### src/rtl/uart_rx_pkg.sv
// Shared UART definitions: FSM state encodings, default bit timing and frame width.
package uart_rx_pkg;

  localparam int unsigned DEF_CLKS_PER_BIT = 87;
  localparam int unsigned DATA_BITS        = 8;
  localparam int unsigned IDX_W            = 3;
  localparam int unsigned STATE_W          = 3;

  localparam logic [STATE_W-1:0] ST_IDLE  = 3'd0;
  localparam logic [STATE_W-1:0] ST_START = 3'd1;
  localparam logic [STATE_W-1:0] ST_DATA  = 3'd2;
  localparam logic [STATE_W-1:0] ST_STOP  = 3'd3;
  localparam logic [STATE_W-1:0] ST_BREAK = 3'd4;

endpackage

### src/rtl/uart_sync.sv
// Multi-flop synchronizer for an asynchronous level; resets to 1 so an idle line
// never looks like a start bit coming out of reset.
module uart_sync #(
  parameter int unsigned STAGES = 2
) (
  input  logic sys_clk,
  input  logic reset,
  input  logic d,
  output logic q
);

  logic [STAGES-1:0] chain;

  always_ff @(posedge sys_clk) begin
    if (!reset) begin
      chain <= '1;
    end else begin
      chain <= {chain[STAGES-2:0], d};
    end
  end

  assign q = chain[STAGES-1];

endmodule

### src/rtl/uart_rx.sv
// 8N1 UART receiver: synchronizes the line, mid-bit samples each frame and reports
// a good byte (done_flag) or a bad stop bit (frame_err).
module uart_rx
  import uart_rx_pkg::*;
#(
  parameter int unsigned CLKS_PER_BIT = DEF_CLKS_PER_BIT,
  parameter int unsigned SYNC_STAGES  = 2
) (
  input  logic                 sys_clk,
  input  logic                 reset,
  input  logic                 data_rx,
  output logic [DATA_BITS-1:0] data_out,
  output logic                 active_flag,
  output logic                 done_flag,
  output logic                 frame_err
);

  localparam int unsigned CNT_W = $clog2(CLKS_PER_BIT);
  localparam int unsigned HALF  = (CLKS_PER_BIT - 1) / 2;
  localparam int unsigned LAST  = CLKS_PER_BIT - 1;

  logic                 rx_s;
  logic [STATE_W-1:0]   state,    state_nx;
  logic [CNT_W-1:0]     clk_cnt,  cnt_nx;
  logic [IDX_W-1:0]     bit_idx,  idx_nx;
  logic [DATA_BITS-1:0] shift,    shift_nx;
  logic [DATA_BITS-1:0] data_nx;
  logic                 done_nx;
  logic                 err_nx;

  uart_sync #(
    .STAGES (SYNC_STAGES)
  ) u_sync (
    .sys_clk (sys_clk),
    .reset   (reset),
    .d       (data_rx),
    .q       (rx_s)
  );

  // State, datapath and registered outputs
  always_ff @(posedge sys_clk) begin
    if (!reset) begin
      state       <= ST_IDLE;
      clk_cnt     <= '0;
      bit_idx     <= '0;
      shift       <= '0;
      data_out    <= '0;
      done_flag   <= 1'b0;
      frame_err   <= 1'b0;
      active_flag <= 1'b0;
    end else begin
      state       <= state_nx;
      clk_cnt     <= cnt_nx;
      bit_idx     <= idx_nx;
      shift       <= shift_nx;
      data_out    <= data_nx;
      done_flag   <= done_nx;
      frame_err   <= err_nx;
      active_flag <= (state_nx != ST_IDLE);
    end
  end

  // Next-state and next-output logic
  always_comb begin
    state_nx = state;
    cnt_nx   = clk_cnt;
    idx_nx   = bit_idx;
    shift_nx = shift;
    data_nx  = data_out;
    done_nx  = 1'b0;
    err_nx   = 1'b0;

    case (state)
      ST_IDLE: begin
        cnt_nx = '0;
        if (!rx_s) begin
          state_nx = ST_START;
        end
      end

      ST_START: begin
        if (clk_cnt == CNT_W'(HALF)) begin
          cnt_nx = '0;
          if (!rx_s) begin
            state_nx = ST_DATA;
            idx_nx   = '0;
          end else begin
            state_nx = ST_IDLE;
          end
        end else begin
          cnt_nx = clk_cnt + CNT_W'(1);
        end
      end

      ST_DATA: begin
        if (clk_cnt == CNT_W'(LAST)) begin
          cnt_nx           = '0;
          shift_nx[bit_idx] = rx_s;
          if (bit_idx == IDX_W'(DATA_BITS - 1)) begin
            state_nx = ST_STOP;
          end else begin
            idx_nx = bit_idx + IDX_W'(1);
          end
        end else begin
          cnt_nx = clk_cnt + CNT_W'(1);
        end
      end

      ST_STOP: begin
        if (clk_cnt == CNT_W'(LAST)) begin
          cnt_nx = '0;
          if (rx_s) begin
            data_nx  = shift;
            done_nx  = 1'b1;
            state_nx = ST_IDLE;
          end else begin
            err_nx   = 1'b1;
            state_nx = ST_BREAK;
          end
        end else begin
          cnt_nx = clk_cnt + CNT_W'(1);
        end
      end

      // Hold off until the line recovers so a long low is not seen as a new start
      ST_BREAK: begin
        cnt_nx = '0;
        if (rx_s) begin
          state_nx = ST_IDLE;
        end
      end

      default: begin
        state_nx = ST_IDLE;
        cnt_nx   = '0;
      end
    endcase
  end

endmodule

### config.mk
export PLATFORM = sky130hd
export DESIGN_NAME = uart_rx
export DESIGN_NICKNAME = d
export VERILOG_FILES = /design/src/rtl/uart_rx_pkg.sv /design/src/rtl/uart_sync.sv /design/src/rtl/uart_rx.sv
export SDC_FILE = /design/constraint.sdc
export NUM_CORES = 1
export LEC_CHECK = 0
export ABC_CLOCK_PERIOD_IN_PS = 3900
export CELL_PAD_IN_SITES_DETAIL_PLACEMENT = 0
export CELL_PAD_IN_SITES_GLOBAL_PLACEMENT = 2
export CORE_MARGIN = 3
export CORE_UTILIZATION = 37
export DETAILED_ROUTE_END_ITERATION = 6
export PLACE_DENSITY_LB_ADDON = 0.25
export RECOVER_POWER = 50
export SLEW_MARGIN = 20
export SYNTH_ARGS = -nofsm -noshare
export SYNTH_HDL_FRONTEND = slang
export SYNTH_HIERARCHICAL = 1
export SYNTH_SLANG_ARGS = --single-unit
### constraint.sdc
create_clock -name sys_clk -period 3.9 [get_ports sys_clk]
set_input_delay 0.39 -clock sys_clk [delete_from_list [all_inputs] [get_ports sys_clk]]
set_output_delay 0.39 -clock sys_clk [all_outputs]
set_load 0.05 [all_outputs]
==> out/metrics.yaml, run 1 <==
setup_tns_ns: 0
synth_flop_cell: "dfxtp_1"
num_rows: 22
slew_viol_final: 0
ioPinCount: 14
grt_pass1_wl_um: 4620
p_per_area_nw_per_um2: 376
synthTopCellsByArea: "dfxtp_1 46%, mux2i_1 11%, nor2_1 6.8%, nand2_1 4.6%, ha_1 3.4%"
syn2layout_area_growth_pct: 16.0
worst-setup-path-type: "in2reg"
final_hold_viol_count: 0
portBuffers: 13
yosysTopAreaCellShare: 0.460
syn_inst: 157
first_iter_violations: 57
antenna_cells: 0
synth_top_area_cell: "dfxtp_1"
async_flop_share: 0
switching_share: 0.220
vias_per_cell: 4.99
critPathMaxFanout: 19
fin_nets: 176
cts_resized: 0
synth_seq_cells: 34
syn-num-nets: 164
ys_warn_count: 6
critical_path_required_ns: 4.12
pwr-share-clk: 0.402
routabilityCongestion: 0.752
pre_cts_slack_ns: 1.43
syn_area_per_cell_um2: 9.43
detail-route-antenna-nets: 0
chipWidth_um: 69.3
switchingPower_uw: 142
power.internal_uw: 504
slew-limit-headroom: 0.542
wl_um: 2580
cts_root_buf: "clkbuf_8"
grt_max_degree: 20
clock_latency_ns: 0.28
antenna_found_initial: 0
fin_crit_ns: 2.26
leakagePower_nw: 0.740
start_kind: "primary input"
routedWlPerCell_um: 11.8
status: "finished clean"
grtUsageTotal: 0.120
maxCapViolations: 0
drt_drc_violations_left: 0
vias: 1087
synth_seq_area_share: 0.460
dr.pass1.iters: 4
period_share: 0.578
peakVddDrop_mv: 0.218
overflow: 0
timing.hold.ws_ns: 0.412
setup_violations: 0
setup_ws_ns: 1.64
holdBufCountCts: 0
cts.htree.levels: 2
layout-drive-gt1-share: 0.0941
cts_sinks: 34
fin_skew_ns: 0.00544
cts_setup_buffers: 0
fmax_mhz: 443
worst_pin_slew_ns: 0.685
die_height_um: 69.3
clock_path_buffers: 2
nFillCells: 366
cts_inserted_buffers: 5
end_kind: "register"
start_util: 0.393
cts_tree: "built"
comb_power_share: 0.044
arrival_ns: 2.47
hpwlAfterDp_um: 1810
path_clk_slew_ns: 0.06
grt_pass1_vias: 968
coreArea_um2: 3770
seqPwrFrac: 0.553
synth_cell_type_count: 41
r2r_slack_ns: 1.87
holdCritPathClass: "reg2reg"
rsz0062_at_grt: "false"
synth-edff-count: 0
dieArea_um2: 4800
syn-cell-area_um2: 1480
[critical path, stage by stage]
cell	delay, ns
dlygate4sd3_1	0.98
inv_1	0.39
or3_1	0.57
nor2_1	0.14
[power groups by stage]
| stage | Sequential (mW) | Combinational, mW | Clock (mW) |
|---|---|---|---|
| finish | 0.357 | 0.0286 | 0.260 |
| floorplan | 0.366 | 0.0213 | 0 |
| detailed placement | 0.365 | 0.0295 | 0 |
| global placement | 0.365 | 0.0290 | 0 |
| global route | 0.358 | 0.0322 | 0.280 |
| CTS | 0.357 | 0.0296 | 0.271 |
[layout by cell type (no fill, tap or decap), types with 2 or more instances in the layout]
master / count
clkdlybuf4s50_1: 3
o21ai_0: 2
nand4_1: 2
nand3_1: 7
nand3b_1: 2
mux2i_1: 16
xnor2_1: 3
ha_1: 4
clkbuf_8: 6
dlygate4sd3_1: 10
xor2_1: 2
inv_1: 4
nor3b_2: 2
dfxtp_1: 34
nand2b_1: 2
nand2_1: 18
nor2_1: 27
a21oi_1: 2
[flip-flops by register name, summed over array words and instances (netlist names)]
register and cells:
active_flag 1, done_flag 1, u_sync/chain 2, shift 8, data_out 8, state 3, bit_idx 3, clk_cnt 7
frame_err 1
[cell usage after synthesis, types with 2 or more instances]
cell and number:
mux2i_1 16, dfxtp_1 34, inv_1 4, nand4_1 2, buf_2 3, nor2_1 27, ha_1 4, nand3b_1 2
xnor2_1 3, a21oi_1 2, nand2b_1 2, clkbuf_1 3, nor3b_2 2, o21ai_0 2, xor2_1 2, nand2_1 18
nand3_1 7
[path summary, 6_finish.rpt]
kind	from	to	cells past startpoint
hold reg to reg	u_sync/chain[0]$_SDFF_PN1_	u_sync/chain[1]$_SDFF_PN1_	1
setup reg to reg	clk_cnt[0]$_SDFF_PN0_	data_out[5]$_SDFFE_PN0P_	7
hold / removal	u_sync/chain[0]$_SDFF_PN1_	u_sync/chain[1]$_SDFF_PN1_	1
setup / recovery	reset	clk_cnt[2]$_SDFF_PN0_	4
[through the flow]
stage	power (mW)	instances	cell area (um^2)	utilization
2_1_floorplan	0.387	157	1480	-
3_3_place_gp	0.394	210	1630	0.431
3_5_place_dp	0.395	210	1630	0.431
4_1_cts	0.658	218	1720	0.455
5_1_grt	0.670	218	1720	0.455
6_report	0.646	218	1720	0.455
[layer usage]
metal | routed length (um) | global-route usage | part of all wire
met2 | 1110 | 0.156 | 0.43
met1 | 1310 | 0.174 | 0.51
met5 | 0 | 0 | 0
met3 | 109 | 0.0435 | 0.042
met4 | 48 | 0.0521 | 0.019
[cell type report]
cell class	instances	area, um^2	share of cell area
sequential	34	681	0.397
multi-input combinational	111	739	0.431
timing repair buffer	13	130	0.0758
clock inverter	1	5.00	0.00292
inverter	4	15.0	0.00875
tap	48	60.1	0.0350
clock buffer	7	86.3	0.0503
[cell families (layout without fill, tap and decap cells)]
kind of cell / after synthesis / after routing / share of synthesized area
buffers and inverters: 12 / 25 / 0.0406
flip-flops: 34 / 34 / 0.460
adder cells (fa/ha/maj): 4 / 4 / 0.0338
multiplexers: 16 / 16 / 0.108
AO/OA/AOI/OAI: 13 / 13 / 0.0626
AND/OR/NAND/NOR: 73 / 73 / 0.265
XOR/XNOR: 5 / 5 / 0.0296
Power figures use the tool's default switching activity.
==> inputs of run 2 (changes only) <==
Settings changed: ABC_CLOCK_PERIOD_IN_PS 3900 to 2200, CORE_UTILIZATION 37 to 35.
Clock period 3.9 ns to 2.2 ns, I/O delays scaled along.
==> out/metrics.yaml, run 2 (synthesized netlist as in run 1, its figures left out) <==
end_kind: "register"
wl_um: 2760  # +6.9%
vias_per_cell: 4.87  # -2.2%
seqPwrFrac: 0.548  # -0.005
holdBufCountCts: 0  # unchanged
peakVddDrop_mv: 0.260  # +20%
pwr-share-clk: 0.406  # +0.004
min_delay_path_depth: 1  # unchanged
grt_max_degree: 12  # -40%
coreArea_um2: 4030  # +6.8%
layout_commonest_cell: "dfxtp_1"
met2_usage: 0.184  # +0.0286
fin_skew_ns: 0.00422  # -0.00122 ns
cts_root_buf: "clkbuf_8"
dr.pass1.iters: 4  # unchanged
setup_violations: 0  # unchanged
syn2layout_area_growth_pct: 17.1
drt_drc_violations_left: 0  # unchanged
dieArea_um2: 5050  # +5.2%
first_iter_violations: 61  # +7.0%
r2r_cells: 8  # +1
power.internal_uw: 895  # +78%
cts_setup_buffers: 0  # unchanged
period_share: 0.825
portBuffers: 13  # unchanged
setup_ws_ns: 0.384  # -1.26 ns
vias: 1087  # unchanged
grtUsageTotal: 0.130  # +0.0102
p_per_area_nw_per_um2: 667  # +77%
switchingPower_uw: 262  # +84%
arrival_ns: 1.99  # -0.48 ns
num_rows: 23  # +4.5%
maxCapViolations: 0  # unchanged
critical_path_required_ns: 2.38  # -1.74 ns
slew_viol_final: 0  # unchanged
routedWlPerCell_um: 12.4  # +4.5%
fin_nets: 179  # +1.7%
critPathMaxFanout: 9  # -10
worst-setup-path-type: "reg2reg"
fin_util: 0.430  # -0.0251
worst_pin_slew_ns: 0.513  # -0.172 ns
status: "finished clean"
hpwlAfterDp_um: 1980  # +8.9%
holdCritPathClass: "reg2reg"
comb_power_share: 0.046  # +0.002
path_clk_slew_ns: 0.07  # about the same
layout-drive-gt1-share: 0.0925  # -0.00163
clock_path_buffers: 2  # unchanged
antenna_cells: 0  # unchanged
fin_crit_ns: 1.82
cts_tree: "built"
cts_inserted_buffers: 5  # unchanged
cts.htree.levels: 2  # unchanged
routabilityCongestion: 0.773  # +2.8%
fmax_mhz: 551
reg_top3: "data_out (8), shift (8), clk_cnt (7)"
grt_pass1_vias: 1077  # +11%
cts_resized: 0  # unchanged
chipWidth_um: 71.0  # +2.6%
cts_sinks: 34  # unchanged
grtUsageMet1: 0.179  # +0.00539
grt_pass1_wl_um: 5090  # +10%
detail-route-antenna-nets: 0  # unchanged
overflow: 0  # unchanged
busiest_layer: "met2"
slew-limit-headroom: 0.657  # +0.115
start_kind: "register"
layout_common_cells: "34 x dfxtp_1, 28 x nor2_1, 18 x nand2_1, 16 x mux2i_1, 12 x dlygate4sd3_1"
final_hold_viol_count: 0  # unchanged
start_util: 0.367  # -0.0251
clock_latency_ns: 0.28  # about the same
ioPinCount: 14  # unchanged
antenna_found_initial: 0  # unchanged
leakagePower_nw: 0.756  # +2.1%
setup_tns_ns: 0  # unchanged
met3_usage: 0.0341  # -0.00939
pre_cts_slack_ns: 0.451  # -0.981 ns
total_power_mw: 1.16  # +79%
die_height_um: 71.0  # +2.6%
rsz0062_at_grt: "false"
switching_share: 0.226  # +0.00637
## run 2: stage by stage
step	hold slack [ns]	cell area (um^2)	instances
floorplan	0.293	1480	157
global placement	0.393	1650	215
detailed placement	0.404	1650	215
CTS	0.416	1740	223
global route	0.458	1730	223
finish	0.421	1730	223
## run 2: final cells by class
type | instances | area [um^2]
clock buffer | 7 | 86.3
clock inverter | 1 | 5.00
fill | 424 | 2300
inverter | 4 | 15.0
multi-input combinational | 111 | 734
sequential | 34 | 681
tap | 50 | 62.6
timing repair buffer | 16 | 149
## run 2: critical path, stage by stage, from the launching register on
cell	delay, ns
dfxtp_1	0.39
inv_1	0.06
ha_1	0.20
and4b_4	0.20
and2_0	0.25
nand4_1	0.14
buf_4	0.21
mux2i_1	0.20
nor2_1	0.06
## run 2: worst paths after layout
path | startpoint | to | slack, ns
setup reg to reg | clk_cnt[0]$_SDFF_PN0_ | data_out[2]$_SDFFE_PN0P_ | 0.38
hold reg to reg | u_sync/chain[0]$_SDFF_PN1_ | u_sync/chain[1]$_SDFF_PN1_ | 0.42
setup / recovery | clk_cnt[0]$_SDFF_PN0_ | data_out[2]$_SDFFE_PN0P_ | 0.38
hold / removal | u_sync/chain[0]$_SDFF_PN1_ | u_sync/chain[1]$_SDFF_PN1_ | 0.42
## run 2: per-layer routing
layer	vias up	share of wire
li1	569	-
met1	497	0.51
met2	14	0.43
met3	7	0.029
met4	0	0.026
met5	-	0
## run 2: power groups by stage
stage / Sequential (mW) / Combinational [mW] / Clock, mW
6_report: 0.634 / 0.0535 / 0.469
5_1_grt: 0.634 / 0.0607 / 0.521
4_1_cts: 0.633 / 0.0566 / 0.488
3_5_place_dp: 0.647 / 0.0562 / 0
3_3_place_gp: 0.647 / 0.0548 / 0
2_1_floorplan: 0.649 / 0.0377 / 0
